==> src/rtl/partoserial_arb.sv <==
// Round-robin slot scheduler feeding one byte per 8-cycle slot to a shared serializer.
// Optional skip-symbol insertion is built only when SKP_INSERT_EN is defined.
module partoserial_arb #(
  parameter int         NUM_REQ      = 4,
  parameter int         INIT_SLOTS   = 4,
  parameter logic [7:0] IDLE_SYM     = 8'hBC,
  parameter logic [7:0] SKP_SYM      = 8'h1C,
  parameter int         SKP_INTERVAL = 64,
  localparam int        IDW          = $clog2(NUM_REQ)
) (
  input  logic                 clk_8f,
  input  logic                 reset,
  input  logic [NUM_REQ-1:0]   req_valid,
  input  logic [8*NUM_REQ-1:0] req_data,
  output logic [NUM_REQ-1:0]   req_ack,
  output logic [7:0]           ser_data,
  output logic                 ser_valid,
  output logic                 slot_start,
  output logic [IDW-1:0]       grant_id,
  output logic                 busy,
  output logic [1:0]           dbg_state
);

  // Handshake: a requester holds req_valid and req_data stable until it sees its
  // req_ack pulse (bit_cnt==0 of the granted slot); it may then change or drop them.
  typedef enum logic [1:0] {
    ST_INIT   = 2'd0,
    ST_IDLE   = 2'd1,
    ST_ACTIVE = 2'd2
  } state_t;

  state_t               state, state_nxt;
  logic [2:0]           bit_cnt;
  logic [3:0]           init_cnt, init_cnt_nxt;
  logic [IDW-1:0]       rr_ptr, rr_nxt, gid_nxt, pick, cand;
  logic [7:0]           data_nxt;
  logic                 valid_nxt, found, boundary, skp_due;
  logic [NUM_REQ-1:0]   ack_nxt;

  assign boundary  = (bit_cnt == 3'd7);
  assign busy      = ser_valid;
  assign dbg_state = state;

`ifdef SKP_INSERT_EN
  logic [7:0] slot_cnt;

  always_ff @(posedge clk_8f or negedge reset) begin
    if (!reset) begin
      slot_cnt <= '0;
    end else if (boundary && (state != ST_INIT)) begin
      slot_cnt <= skp_due ? 8'd0 : slot_cnt + 8'd1;
    end
  end

  assign skp_due = (slot_cnt == 8'(SKP_INTERVAL - 1));
`else
  logic unused_skp;
  assign unused_skp = ^{SKP_SYM, 8'(SKP_INTERVAL)};
  assign skp_due    = 1'b0;
`endif

  // Search starts one past the last grant so every valid lane is reached within NUM_REQ slots.
  always_comb begin
    found = 1'b0;
    pick  = rr_ptr;
    cand  = rr_ptr;
    for (int i = 1; i <= NUM_REQ; i++) begin
      cand = rr_ptr + IDW'(i);
      if (!found && req_valid[cand]) begin
        found = 1'b1;
        pick  = cand;
      end
    end
  end

  always_comb begin
    state_nxt    = state;
    init_cnt_nxt = init_cnt;
    rr_nxt       = rr_ptr;
    gid_nxt      = grant_id;
    data_nxt     = ser_data;
    valid_nxt    = ser_valid;
    ack_nxt      = '0;
    if (boundary) begin
      data_nxt  = IDLE_SYM;
      valid_nxt = 1'b0;
      if (state == ST_INIT) begin
        init_cnt_nxt = init_cnt + 4'd1;
        if (init_cnt_nxt == 4'(INIT_SLOTS)) state_nxt = ST_IDLE;
      end else if (skp_due) begin
        data_nxt  = SKP_SYM;
        state_nxt = ST_IDLE;
      end else if (found) begin
        data_nxt      = req_data[{pick, 3'b000} +: 8];
        valid_nxt     = 1'b1;
        gid_nxt       = pick;
        rr_nxt        = pick;
        ack_nxt[pick] = 1'b1;
        state_nxt     = ST_ACTIVE;
      end else begin
        state_nxt = ST_IDLE;
      end
    end
  end

  always_ff @(posedge clk_8f or negedge reset) begin
    if (!reset) begin
      state      <= ST_INIT;
      bit_cnt    <= '0;
      init_cnt   <= '0;
      rr_ptr     <= '1;
      grant_id   <= '0;
      ser_data   <= IDLE_SYM;
      ser_valid  <= 1'b0;
      req_ack    <= '0;
      slot_start <= 1'b0;
    end else begin
      state      <= state_nxt;
      bit_cnt    <= bit_cnt + 3'd1;
      init_cnt   <= init_cnt_nxt;
      rr_ptr     <= rr_nxt;
      grant_id   <= gid_nxt;
      ser_data   <= data_nxt;
      ser_valid  <= valid_nxt;
      req_ack    <= ack_nxt;
      slot_start <= boundary;
    end
  end

endmodule

==> config.mk <==
export PLATFORM = sky130hd
export DESIGN_NAME = partoserial_arb
export DESIGN_NICKNAME = d
export VERILOG_FILES = /design/src/rtl/partoserial_arb.sv
export SDC_FILE = /design/constraint.sdc
export NUM_CORES = 1
export LEC_CHECK = 0
export BUFFER_PORTS_ARGS = -buffer_cell sky130_fd_sc_hd__clkbuf_2
export CORE_MARGIN = 2
export CORE_UTILIZATION = 47
export DETAILED_ROUTE_END_ITERATION = 8
export GPL_TIMING_DRIVEN = 0
export PLACE_DENSITY_LB_ADDON = 0.25
export SYNTH_ARGS = -nofsm -noshare
export SYNTH_HDL_FRONTEND = slang
export SYNTH_SLANG_ARGS = --single-unit
==> constraint.sdc <==
create_clock -name clk_8f -period 2.35 [get_ports clk_8f]
set_input_delay 0 -clock clk_8f [delete_from_list [all_inputs] [get_ports clk_8f]]
set_output_delay 0 -clock clk_8f [all_outputs]
set_load 0.02 [all_outputs]
# Yosys cells after proc, flatten, opt, wreduce, memory -nomap -nowiden

Cells that the tools add are included.

Add/sub/neg operators: 5
Magnitude comparators: 6
Shift operators: 1
Reductions and logical operators: 11
Mux-type cells: 28
Bitwise logic cells: 1
Equal/unequal tests: 3

Operators with widths:

| cell                                                | number |
|---|---|
| variable part select 32 x 6 -> 8 bit                | 1 |
| 2-to-1 mux 8 bit                                    | 2 |
| < comparator 2 x 3 -> 1 bit, second input constant  | 5 |
| 2-to-1 mux 2 bit                                    | 7 |
| 2-to-1 mux 4 bit                                    | 3 |
| 2-to-1 mux 1 bit                                    | 11 |
| binary-select mux 1 bit (select 2 bit)              | 4 |
| adder 2 bit, second input constant                  | 2 |
| adder 4 x 1 -> 4 bit, second input constant         | 1 |
| == test 4 x 3 -> 1 bit, second input constant       | 1 |
| logical AND 1 bit                                   | 4 |
| AND reduction 2 bit                                 | 2 |
| adder 3 x 1 -> 3 bit, second input constant         | 1 |
| == test 3 bit, second input constant                | 1 |
| zero test 1 bit                                     | 3 |
| AND reduction 3 bit                                 | 1 |
| adder 2 x 1 -> 2 bit, second input constant         | 1 |
| demux 1 bit (select 2 bit)                          | 1 |
| >= comparator 2 x 1 -> 1 bit, second input constant | 1 |
| zero test 2 bit                                     | 1 |
| != test 2 x 1 -> 1 bit, second input constant       | 1 |
| NOT 1 bit                                           | 1 |

Output and inout port bits: 19
Input bits: 38
Bits in registers: 27

# Depth between registers and ports, before layout

Depth in word-level cells: 20
Mapped depth: 8
Depth with buffers taken out: 7

# Worst setup path after synthesis

Ideal clock, no wire load.

Kind: reg2reg
From: register rr_ptr[0]
To: register ser_data[0]
Cell stages (with the launch flop): 6
Arrival time: 1.669 ns
Path slack: 0.555 ns
Library setup time: 0.126 ns
Data required time: 2.224 ns
Cell sequence: dfstp_2 -> nand2_2 -> and3_4 -> nor3_4 -> mux2_2 -> a221o_1

Longest elaborated chain between the ends: 16

RTL lines:

| item                                   | line | RTL |
|---|---|---|
| from (decl)                            | 35   | `logic [IDW-1:0] rr_ptr, rr_nxt, gid_nxt, pick, cand;` |
| from (signal assigned)                 | 121  | `rr_ptr <= rr_nxt;` |
| adder 2 x 1 -> 2 bit                   | 68   | `cand = rr_ptr + IDW'(i);` |
| binary-select mux 1 bit (select 2 bit) | 69   | `if (!found && req_valid[cand]) begin` |
| 2-to-1 mux 1 bit (not written as such) | 69   |  |
| 2-to-1 mux 1 bit                       | 69   |  |
| zero test 1 bit                        | 69   |  |
| logical AND 1 bit                      | 69   |  |
| 2-to-1 mux 1 bit                       | 69   |  |
| zero test 1 bit                        | 69   |  |
| logical AND 1 bit                      | 69   |  |
| 2-to-1 mux 1 bit                       | 69   |  |
| zero test 1 bit                        | 69   |  |
| logical AND 1 bit                      | 69   |  |
| 2-to-1 mux 2 bit                       | 69   |  |
| variable part select 32 x 6 -> 8 bit   | 94   | `data_nxt = req_data[{pick, 3'b000} +: 8];` |
| 2-to-1 mux 8 bit *                     | 93   | `end else if (found) begin` |
| 2-to-1 mux 8 bit *                     | 87   | `if (state == ST_INIT) begin` |
| to (signal assigned)                   | 123  | `ser_data <= data_nxt;` |
| to (decl)                              | 16   | `output logic [7:0] ser_data,` |

Every way passes the cells marked *; elsewhere a longest branch is shown, timed or not. The select of a mux whose other input is x is not followed.
A chain may end at the register's enable or synchronous reset.

# Worst setup path in the final report

From: register rr_ptr[0]
To: register ser_data[4]

Same word-level chain as after synthesis.

==> results_dict.tcl <==
set metrics [dict create \
    wire_per_inst_um 15.07 \
    synth_top_area_share_pct 36.10 \
    place.gp.congestion 0.7675 \
    antenna_cells 0 \
    worstSetupStartpointType "register" \
    hold_path_depth 3 \
    max_stage_delay_ns 0.62 \
    r2r_slack_ns 0.1 \
    critPathRequiredTime_ns 2.61 \
    place.detailed.hpwl_um 2331 \
    die_h_um 58.31 \
    p_int_mw 1.072 \
    synth_area_leaders "dfrtp_1 36%, dfstp_2 13%, mux2i_1 10%" \
    die_area_um2 3400 \
    grt_pass1_wl_um 5520 \
    drc 0 \
    cp-end-kind "register" \
    clkSinkCount 27 \
    slew_headroom_pct 57.57 \
    yosysWarnings 0 \
    final_nets 249 \
    cts_buffers 3 \
    setup_viol 0 \
    drv_slew 0 \
    whs_ns -0.01172 \
    synthArstFlopShare_pct 100.0 \
    hold_viol 3 \
    yosysMostFrequentCell "dfrtp_1" \
    post-route-util_pct 72.29 \
    seq_power_share_pct 40.8 \
    p_sw_share_pct 37.55 \
    hp-class "in -> reg" \
    critPathTopFamily "buffers and inverters" \
    core_area_um2 2781 \
    syn-mean-instance-area_um2 11.46 \
    areaGrowthSynthToFinish_pct 45.04 \
    path_class "reg -> reg" \
    path_buf_inv 2 \
    ys.flop_type "dfrtp_1" \
    numPortBuffers 56 \
    status "finished, violations left" \
    grt-ovfl-total 0 \
    rsz0062_at_grt "no" \
    whs_endpoint "ser_data[5]$_DFFE_PN1P_" \
    vias 1257 \
    power_switching_mw 0.6447 \
    skew_ns 0.001818 \
    yosys.area_share.simple_pct 15.97 \
    drive_gt1_share_pct 43.96 \
    power.clock.fraction_pct 12.1 \
    antenna_left 0 \
    clk_latency_ns 0.33 \
    worst_pin_slew_ns 0.6365 \
    drt-initial-drc-count 51 \
    worst-path-max-fanout 10 \
    finalCritPeriodShare_pct 95.81 \
    finalCriticalPeriod_ns 2.252 \
    grt_usage_pct 21.44 \
    yosysUniqueCellTypes 40 \
    r2r_cells 7 \
    viasPerCell 5.282 \
    fill_cells 198 \
    cp_slowest_cell "dfstp_2" \
    start_util_pct 49.84 \
    grt_pass1_vias 1266 \
    drt_pass1_iterations 4 \
    r2r-end "ser_data[4]$_DFFE_PN1P_" \
    cap_violations 0 \
    syn_inst 121 \
    synthAdderAreaFrac_pct 2.708 \
    synth_top_family_by_area "simple AND/OR/NAND/NOR gates" \
    power_density_nw_per_um2 853.9 \
    synthXorXnorAreaFrac_pct 1.895 \
    ys_top_cells_by_count "20 x dfrtp_1, 19 x nor2_1, 14 x mux2i_1" \
    critical_path.startpoint "rr_ptr[0]$_DFFE_PN1P_" \
    r2r-start "rr_ptr[0]$_DFFE_PN1P_" \
    cp.arrival_ns 2.51 \
    wirelength_um 3587 \
    clockBufferDepth 2 \
    io-pin-count 57 \
    hp-start "req_data[5]" \
    cts.htree.levels 1 \
    synth_area_um2 1386 \
    yosys.area.top_type "dfrtp_1" \
    violations "negative hold slack" \
    setup_tns_ns 0 \
    ys_ff_latch 27 \
    multi_input_area_um2 663.1 \
    setup_slack_ns 0.09844 \
    synth_nets 162 \
    synthMuxAreaShare_pct 11.73 \
    synth-edff-count 0 \
    fmax_ghz 0.4441 \
    pwr-share-comb_pct 47.1 \
    clk_pin_slew_ns 0.15 \
    synth_seq_area_share_pct 49.37 \
    clock_tree.root_cell "clkbuf_4" \
    grt_max_degree 28 \
    p_leak_nw 1.015 \
    vdd_drop_max_mv 0.7224 \
    die_x_um 58.31 \
    synth-compound-area-share_pct 13.72 \
    pre_cts_slack_ns 0.1928 \
    cts_tree "done" \
    register_area_um2 684.4 \
    antenna_found_initial 0 \
    num_rows 19 \
    path_cells "nand2_2 > and3_4 > nor3_4 > buf_12 > mux2i_1 > dlygate4sd3_1 > a221oi_2" \
]
==> flip-flops by register name, indices dropped and copies added (netlist names) <==
signal and flops:
rr_ptr 2, busy 1, bit_cnt 3, slot_start 1, ser_data 8, req_ack 4, dbg_state 2, grant_id 2
init_cnt 4
==> placed cells by master (no fill, tap or decap), types with 2 or more instances in the layout <==
cell type      count
nor3_4             2
a21oi_1            4
a211oi_2           2
o221ai_1           2
a221oi_2           3
dfstp_2            7
ha_1               3
nand2b_1           3
xnor2_1            2
o21ai_1            2
nor4_1             2
nor2_2             2
clkbuf_2          56
dfrtp_1           20
dlygate4sd3_1     22
mux2i_1           14
inv_1              2
buf_12             2
clkbuf_4           3
buf_4              5
a21o_1             3
nand2_1            6
nor2_1            19
==> layout make-up <==
type	instances	share of cell area (%)
Buffer	4	2.614
Clock inverter	1	0.3734
Timing Repair Buffer	82	26.38
Inverter	3	0.5600
Tap cell	31	1.929
Sequential cell	27	34.04
Multi-Input combinational cell	87	32.98
Clock buffer	3	1.120
==> how the worst max path moves through the flow <==
stage                         endpoint  slack (ns)  depth (start not counted)
3_5_place_dp   ser_data[0]$_DFFE_PN0P_        0.19                          7
6_report       ser_data[4]$_DFFE_PN1P_         0.1                          7
5_1_grt        ser_data[3]$_DFFE_PN1P_       0.006                          7
2_1_floorplan  ser_data[0]$_DFFE_PN0P_        0.56                          5
3_3_place_gp   ser_data[0]$_DFFE_PN0P_        0.29                          7
4_1_cts        ser_data[3]$_DFFE_PN1P_        0.03                          7
==> tightest hold or removal path, cell delays in order <==
cell and delay, ns:
clkbuf_2 0.08, mux2i_1 0.16, a211oi_2 0.09
==> logic make-up after synthesis <==
logic type | Yosys count
multiplexers | 16
AO/OA/AOI/OAI | 23
buffers and inverters | 7
AND/OR/NAND/NOR | 42
XOR/XNOR | 3
flip-flops | 27
adder cells (fa/ha/maj) | 3
==> layer usage <==
metal / share of wire (%) / vias up / track usage, %
met5: 0 / - / 0
met4: 1.1 / 0 / 4.983
met3: 5.6 / 5 / 3.297
met2: 53 / 49 / 40.93
met1: 41 / 596 / 24.96
li1: - / 607 / -
==> metrics by stage <==
stage / total power, mW / instance area, um^2 / instances
2_1_floorplan: 1.206 / 1386 / 121
3_3_place_gp: 1.369 / 1705 / 208
3_5_place_dp: 1.406 / 1705 / 208
4_1_cts: 1.661 / 1956 / 234
5_1_grt: 1.816 / 2011 / 238
6_report: 1.717 / 2011 / 238
==> power by group through the flow <==
stage,logic (mW),clock network [mW],registers [mW]
floorplan,0.405,0,0.801
global placement,0.667,0,0.702
detailed placement,0.697,0,0.709
CTS,0.746,0.213,0.702
global route,0.872,0.227,0.717
finish,0.809,0.208,0.700
==> repair_timing <==
action | in CTS | in global routing
hold buffers | 22 | 0
setup endpoints to repair | 0 | 7
hold endpoints to repair | 27 | 0
buffers inserted | 0 | 4
gates resized for setup | 0 | 4
(Power assumes the default switching activity.)
